===== src/rtl/pass_memory_server.sv =====
// Sequences the image passes one at a time and owns the single image RAM port,
// forwarding the enabled pass's bus while guarding against runaway passes and out-of-range writes.
module pass_memory_server #(
    parameter int          NUM_PASSES     = 4,
    parameter int          IMAGE_WORDS    = 76800,
    parameter logic [23:0] TIMEOUT_CYCLES = 24'd1000000
) (
    input  logic                  clk_div_by_two,
    input  logic                  rst_n,
    input  logic                  start,
    output logic [NUM_PASSES-1:0] pass_enable,
    input  logic [NUM_PASSES-1:0] pass_done,
    input  logic                  bus_wren,
    input  logic [17:0]           bus_address,
    input  logic [31:0]           bus_data_write,
    output logic                  ram_wren,
    output logic [17:0]           ram_address,
    output logic [31:0]           ram_data_write,
    input  logic [31:0]           ram_data_read,
    output logic [31:0]           data_read,
    output logic [7:0]            current_pass,
    output logic                  sequence_busy,
    output logic                  sequence_done,
    output logic [17:0]           write_count,
    output logic                  timeout_error,
    output logic                  range_error
);

    localparam logic [2:0] ST_IDLE     = 3'd0;
    localparam logic [2:0] ST_RUN      = 3'd1;
    localparam logic [2:0] ST_GAP      = 3'd2;
    localparam logic [2:0] ST_FINISHED = 3'd3;
    localparam logic [2:0] ST_ABORT    = 3'd4;

    localparam logic [18:0] ADDR_LIMIT     = 19'(IMAGE_WORDS);
    localparam logic [7:0]  LAST_PASS      = 8'(NUM_PASSES - 1);
    localparam logic [23:0] WATCHDOG_LIMIT = TIMEOUT_CYCLES - 24'd1;
    localparam logic [17:0] COUNT_MAX      = 18'h3FFFF;

    logic [2:0]  state;
    logic [23:0] watchdog;
    logic        hold_cycle;
    logic        in_run;
    logic        addr_in_range;
    logic        done_hit;
    logic        watchdog_expired;

    assign in_run           = (state == ST_RUN);
    assign addr_in_range    = ({1'b0, bus_address} < ADDR_LIMIT);
    // pass_enable is one-hot on the current pass while running, so it selects the right done bit
    assign done_hit         = |(pass_done & pass_enable);
    assign watchdog_expired = (watchdog == WATCHDOG_LIMIT);

    assign ram_wren       = in_run & bus_wren & addr_in_range;
    assign ram_address    = in_run ? bus_address : 18'd0;
    assign ram_data_write = in_run ? bus_data_write : 32'd0;
    assign data_read      = ram_data_read;

    always_ff @(posedge clk_div_by_two or negedge rst_n) begin
        if (!rst_n) begin
            state         <= ST_IDLE;
            watchdog      <= 24'd0;
            hold_cycle    <= 1'b0;
            pass_enable   <= '0;
            current_pass  <= 8'd0;
            sequence_busy <= 1'b0;
            sequence_done <= 1'b0;
            write_count   <= 18'd0;
            timeout_error <= 1'b0;
            range_error   <= 1'b0;
        end else begin
            sequence_done <= 1'b0;
            case (state)
                ST_IDLE: begin
                    if (start) begin
                        state         <= ST_RUN;
                        pass_enable   <= NUM_PASSES'(1);
                        current_pass  <= 8'd0;
                        watchdog      <= 24'd0;
                        write_count   <= 18'd0;
                        timeout_error <= 1'b0;
                        range_error   <= 1'b0;
                        sequence_busy <= 1'b1;
                    end
                end
                ST_RUN: begin
                    if (ram_wren && write_count != COUNT_MAX) begin
                        write_count <= write_count + 18'd1;
                    end
                    if (bus_wren && !addr_in_range) begin
                        range_error <= 1'b1;
                    end
                    // done takes priority over a watchdog expiring on the same edge
                    if (done_hit) begin
                        state       <= ST_GAP;
                        pass_enable <= '0;
                        hold_cycle  <= 1'b0;
                    end else if (watchdog_expired) begin
                        state         <= ST_ABORT;
                        pass_enable   <= '0;
                        timeout_error <= 1'b1;
                        hold_cycle    <= 1'b0;
                    end else begin
                        watchdog <= watchdog + 24'd1;
                    end
                end
                ST_GAP: begin
                    if (!hold_cycle) begin
                        hold_cycle <= 1'b1;
                    end else if (current_pass == LAST_PASS) begin
                        state         <= ST_FINISHED;
                        sequence_done <= 1'b1;
                    end else begin
                        state        <= ST_RUN;
                        current_pass <= current_pass + 8'd1;
                        pass_enable  <= NUM_PASSES'(1) << (current_pass + 8'd1);
                        watchdog     <= 24'd0;
                    end
                end
                ST_FINISHED: begin
                    state         <= ST_IDLE;
                    sequence_busy <= 1'b0;
                end
                ST_ABORT: begin
                    if (!hold_cycle) begin
                        hold_cycle <= 1'b1;
                    end else begin
                        state         <= ST_IDLE;
                        sequence_busy <= 1'b0;
                    end
                end
                default: begin
                    state <= ST_IDLE;
                end
            endcase
        end
    end

endmodule


===== config.mk =====
export PLATFORM = sky130hd
export DESIGN_NAME = pass_memory_server
export DESIGN_NICKNAME = d
export VERILOG_FILES = /design/src/rtl/pass_memory_server.sv
export SDC_FILE = /design/constraint.sdc
export NUM_CORES = 1
export LEC_CHECK = 0
export BUFFER_PORTS_ARGS = -buffer_cell sky130_fd_sc_hd__clkbuf_2
export CORE_MARGIN = 1.5
export CORE_UTILIZATION = 40
export DETAILED_ROUTE_END_ITERATION = 8
export PLACE_DENSITY = 0.7
export SLEW_MARGIN = 25
export SYNTH_ARGS = -nofsm -noshare
export SYNTH_HDL_FRONTEND = slang
export SYNTH_SLANG_ARGS = --single-unit

===== constraint.sdc =====
create_clock -name clk_div_by_two -period 3.1 [get_ports clk_div_by_two]
set_clock_uncertainty 0.15 [all_clocks]
set_input_delay 0.155 -clock clk_div_by_two [delete_from_list [all_inputs] [get_ports clk_div_by_two]]
set_output_delay 0.155 -clock clk_div_by_two [all_outputs]
set_load 0.01 [all_outputs]

* Word-level counts from Yosys, hierarchy flattened
Index checks and enable logic that the tools add are counted.
Storage, ports and cells: bits in registers 62, input port bits 90, logic and storage cells 98
Operators by class: add/sub/neg operators 3, magnitude comparators 1, equality and inequality tests 17, shift operators 1, multiplexer cells 43, bitwise gates (word level) 3, reductions and logical operators 20
Operator list (number):
- $mux W24 | 5
- $pmux W24 S3 | 1
- $mux W18 | 3
- $pmux W18 S2 | 1
- $mux W32 | 1
- $add A24 B1 Y24 const B | 1
- $eq A24 B20 Y1 const B | 1
- $mux W8 | 3
- $mux W4 | 5
- $add A18 B1 Y18 const B | 1
- $lt A18 B17 Y1 const B | 1
- $ne A18 B18 Y1 const B | 1
- $pmux W8 S2 | 1
- $mux W3 | 5
- $ne A2 B2 Y1 const B | 6
- $pmux W3 S4 | 1
- $pmux W4 S3 | 1
- $reduce_and A4 Y1 | 3
- $mux W1 | 11
- $reduce_and A3 Y1 | 3
- $add A8 B1 Y8 const B | 1
- $eq A8 B2 Y1 const B | 1
- $shl A1 B8 Y4 const A | 1
- $eq A3 B2 Y1 const B | 2
- other kinds (19) | 28

* Depth between registers and ports, before layout
word-level depth 6, mapped depth 9, gate-level depth less buffers 6

* Least setup slack after synthesis
OpenSTA, ideal clock, no wires.
path type reg-to-reg, start point register current_pass[0], end point register watchdog[19], library setup time 0.078 ns, arrival 2.331 ns, data required time 2.872 ns, path slack 0.541 ns, stages on the path, launching flop included 8, cell sequence dfrtp_1 -> ha_1 -> nor4bb_1 -> and2_1 -> or4_4 -> buf_6 -> or4_1 -> a21oi_1
On the way: longest elaborated chain between the ends 3
RTL lines:
- from (decl) | line 21 | output logic [7:0] current_pass,
- from (signal assigned) | line 115 | current_pass <= current_pass + 8'd1;
- $eq A8 B2 Y1 | line 110 | end else if (current_pass == LAST_PASS) begin
- $ne A2 B2 Y1 (no line)
- $reduce_and A6 Y1 (no line)
- to (signal assigned) | line 104 | watchdog <= watchdog + 24'd1;
- to (decl) | line 41 | logic [23:0] watchdog;
No other way between the ends. A chain may end at the register's enable or synchronous reset.

* Final worst setup path
start point register current_pass[0], end point register watchdog[18]
The elaborated chain is that of the path after synthesis.

==> parameters.txt <==
Parameter                              Value

Detailed routing
  DRC violations left    0
  Avg Vias per Cell    roughly 5.6
  Via Count    4115
  Iteration-0 DRC Markers    between 200 and 300
  Number of iterations in the first detailed-routing pass    5
  Routed length per placed instance    15.6 µm
  Total length of routed wires    roughly 12000 µm
  Number of routed nets with antenna violations    0

Die
  Die span in x    105 µm
  Starting density of the core    41.0%
  Die area    11100 µm²
  Die H    approximately 110 µm
  Number of rows in the core area    37
  Core area    ~10000 µm²
  Number of top-level pins    roughly 210

Timing
  Sum of negative setup slack    0 ps
  Minimum setup slack in the final design    328 ps
  Achievable Freq    around 0.36 GHz
  Worst slew margin relative to its limit    45.3%
  Unrepaired setup endpoints after global routing    false
  Finish-stage setup viols    0
  Endpoints failing hold    0
  Post-route minimum period    about 2800 ps
  Part of the cycle the worst path needs    approximately nine tenths
  Pin slew with the least headroom to its limit    around 800 ps
  Final Slew Violations    0

Final layout
  Final std cells w/o fill    739
  Filler instances    around 950
  Share of layout cells above drive strength 1    29.5%
  Layout overhead on the synthesized area    20.0%
  Number of nets in the layout    slightly below 700
  Diode count    0
  Utilization of the core after routing    approximately 50%

Power
  Switching portion of total power    ~39%
  Switching power    roughly 0.0012 W
  Register share of total power    between 30 and 40%
  Clock power share    about a quarter
  P_int    0.00186 W
  Share of total power in combinational logic    a little over two fifths
  Power density relative to cell area    610 nW/µm²
  Max rail drop VDD    between 0.0003 and 0.0004 V
  P_leak    roughly 2.3 nW

Synth
  Post-Syn Area    approximately 4200 µm²
  Number of enable flip-flop cells after synthesis    0
  Most instantiated flip-flop cell in the synthesis netlist    dfrtp_1
  Synthesized area divided by synthesized cell count    ~8.6 µm²
  Async set or reset register ratio after synthesis    100%
  Synthesized-area fraction occupied by xor and xnor cells    between 1 and 1.5%
  Largest cells by area after synthesis    dfrtp_1, and2_1, buf_4, a21oi_1, o31ai_1
  Area share of the largest cell type after synthesis    between 30% and 40%
  Number of warnings issued by yosys    0
  Sequential cell area fraction in the yosys report    between 30% and 40%
  Main combinational cell family by area after synthesis    simple AND/OR/NAND/NOR gates
  Share of cell area taken by muxes after synthesis    less than 1%
  Post-synth top cells    dfrtp_1, and2_1, nand2_1
  Cell type with the highest aggregate area in the netlist    dfrtp_1
  Number of library cell types mapped by synthesis    58
  Fraction of the mapped netlist area in compound gates    a little under a fifth
  Adder and majority cell fraction of the synthesized area    less than 1%
  FF+latch count, synth    62
  Most used standard cell by instance count after synthesis    dfrtp_1
  Synthesized Nets    between 500 and 600
  Mapped Cells    around 500
  Simple-Gate Fraction of Synth Area    a little under a third

Clock network
  Worst-skew pair later-pin latency    between 300 and 400 ps
  Resized Gates After CTS    0
  Level count of the clock H-tree    3
  Number of clock sinks seen by CTS    62
  Clock tree from TritonCTS    done
  Clock tree buffer depth    2
  Total clock buffers created by CTS    9
  Clock slew at reported path FFs    70 ps
  Root cell of the clock tree    clkbuf_8

Outcome
  Status    finished clean

GRT
  Fraction of met2 tracks used by global routing    34.9%
  Overall track demand over capacity in global routing    between 20% and 30%
  First-pass GRT wire length    roughly 18000 µm
  Initial antenna violation count    0
  GRT Residual Overflow    0
  Via count of the first global-routing pass    around 3.8k
  Met1 routing resource usage after global routing    between 20% and 30%
  GRT met3 Usage    5.13%
  Maximum number of pins on one net before global-route repair    63
  Busiest layer in global routing    met2

Min path
  Type of the worst min-delay path    input pin to flop
  Worst Hold Path Cells    4

Critical path
  Type of the worst setup path    flop to flop
  Sort of element at the end of the critical path    flop
  Biggest fanout along the worst timing path    10
  Worst Reg-to-Reg Cells    6
  Data required, critical path    around 3200 ps
  Arrival time at the worst endpoint    about 2900 ps
  Kind of start point of the critical path    flop

Place
  Post-Place Setup Slack    slightly below 400 ps
  Dpl hpwl    roughly 8600 µm
  Buffers on Ports    about 140
  Number of cells in the design after placement    about 720
  GP Congestion    about 0.86

Job
  Number of maximum-capacitance violations    0
## cells in the final DEF, fill, tap and decap left out, types with 3 or more instances in the layout
cell and instances:
nor2_1 17, or3_1 9, a22o_1 5, buf_4 11, mux2i_1 3, nand2b_1 6, ha_1 3, inv_1 10
o31ai_1 22, and4_1 10, xor2_1 5, or4_1 18, o211ai_1 6, nand4_1 12, clkbuf_2 142, nand3_1 25
o21ai_0 31, nand2_1 40, and3_1 5, a21oi_1 33, and2_1 56, clkbuf_8 10, nor4_1 6, a211oi_1 5
dfrtp_1 62, or2_2 3
## registers in the layout, summed over array words and instances, names as in the netlist
signal and flops:
sequence_done 1, range_error 1, state 3, pass_enable 4, current_pass 8, watchdog 24
hold_cycle 1, write_count 18, sequence_busy 1, timeout_error 1
## final timing paths
check	startpoint	to	slack, ps
worst min register to register	timeout_error	timeout_error	370
worst max register to register	current_pass[0]	watchdog[18]	330
worst min-delay path	start	timeout_error	20
min in group asynchronous	rst_n	write_count[5]	380
worst max-delay path	current_pass[0]	watchdog[18]	330
max in group asynchronous	rst_n	watchdog[0]	1890
## critical path: stages (launching register included)
cell and delay (ps):
dfrtp_1 470, ha_1 300, nor4bb_1 170, and2_1 210, or4_1 700, or4_1 520
a21oi_1 170
## kinds of logic (layout without fill, tap and decap cells)
logic type,count (synthesis),count (layout)
AO/OA/AOI/OAI,120,120
XOR/XNOR,7,7
flip-flops,62,62
AND/OR/NAND/NOR,226,226
buffers and inverters,68,181
adder cells (fa/ha/maj),3,3
multiplexers,4,4
## area by class of cell
cell class	instances	area, µm²	area share (%)
clock buffers	12	145	2.88
clock inverters	4	70.1	1.39
inverters	10	37.5	0.745
multi-input cells	360	2250	44.6
flip-flops and latches	62	1550	30.8
well taps	136	170	3.38
repair buffers	155	813	16.1
## metal layers
metal / vias up / wire length (µm)
li1: 1980 / -
met1: 1942 / 4820
met2: 159 / 5710
met3: 34 / 750
met4: 0 / 280
met5: - / 0
## through the flow
stage	hold WS (ps)	cell area [µm²]	power (W)
after global placement	160	4800	0.00225
after detailed placement	160	4800	0.00228
after global routing	53.2	5040	0.00326
final	18.2	5040	0.00307
after floorplan	-291	4200	0.00183
after CTS	4.47	5040	0.00308
## power groups by stage
stage,Combinational [W],Sequential [W],Clock (W)
detailed placement,0.00128,0.00101,0
floorplan,0.000825,0.00100,0
global route,0.00141,0.00101,0.000842
CTS,0.00129,0.000991,0.000807
finish,0.00128,0.000992,0.000800
global placement,0.00126,0.000996,0
## what timing repair did
| item | in CTS | in global routing |
|---|---|---|
| endpoints found under the hold margin | 63 | 0 |
| setup buffers | 0 | 0 |
| hold buffers | 2 | 0 |
Note: power is estimated with default switching activity, not from simulation.
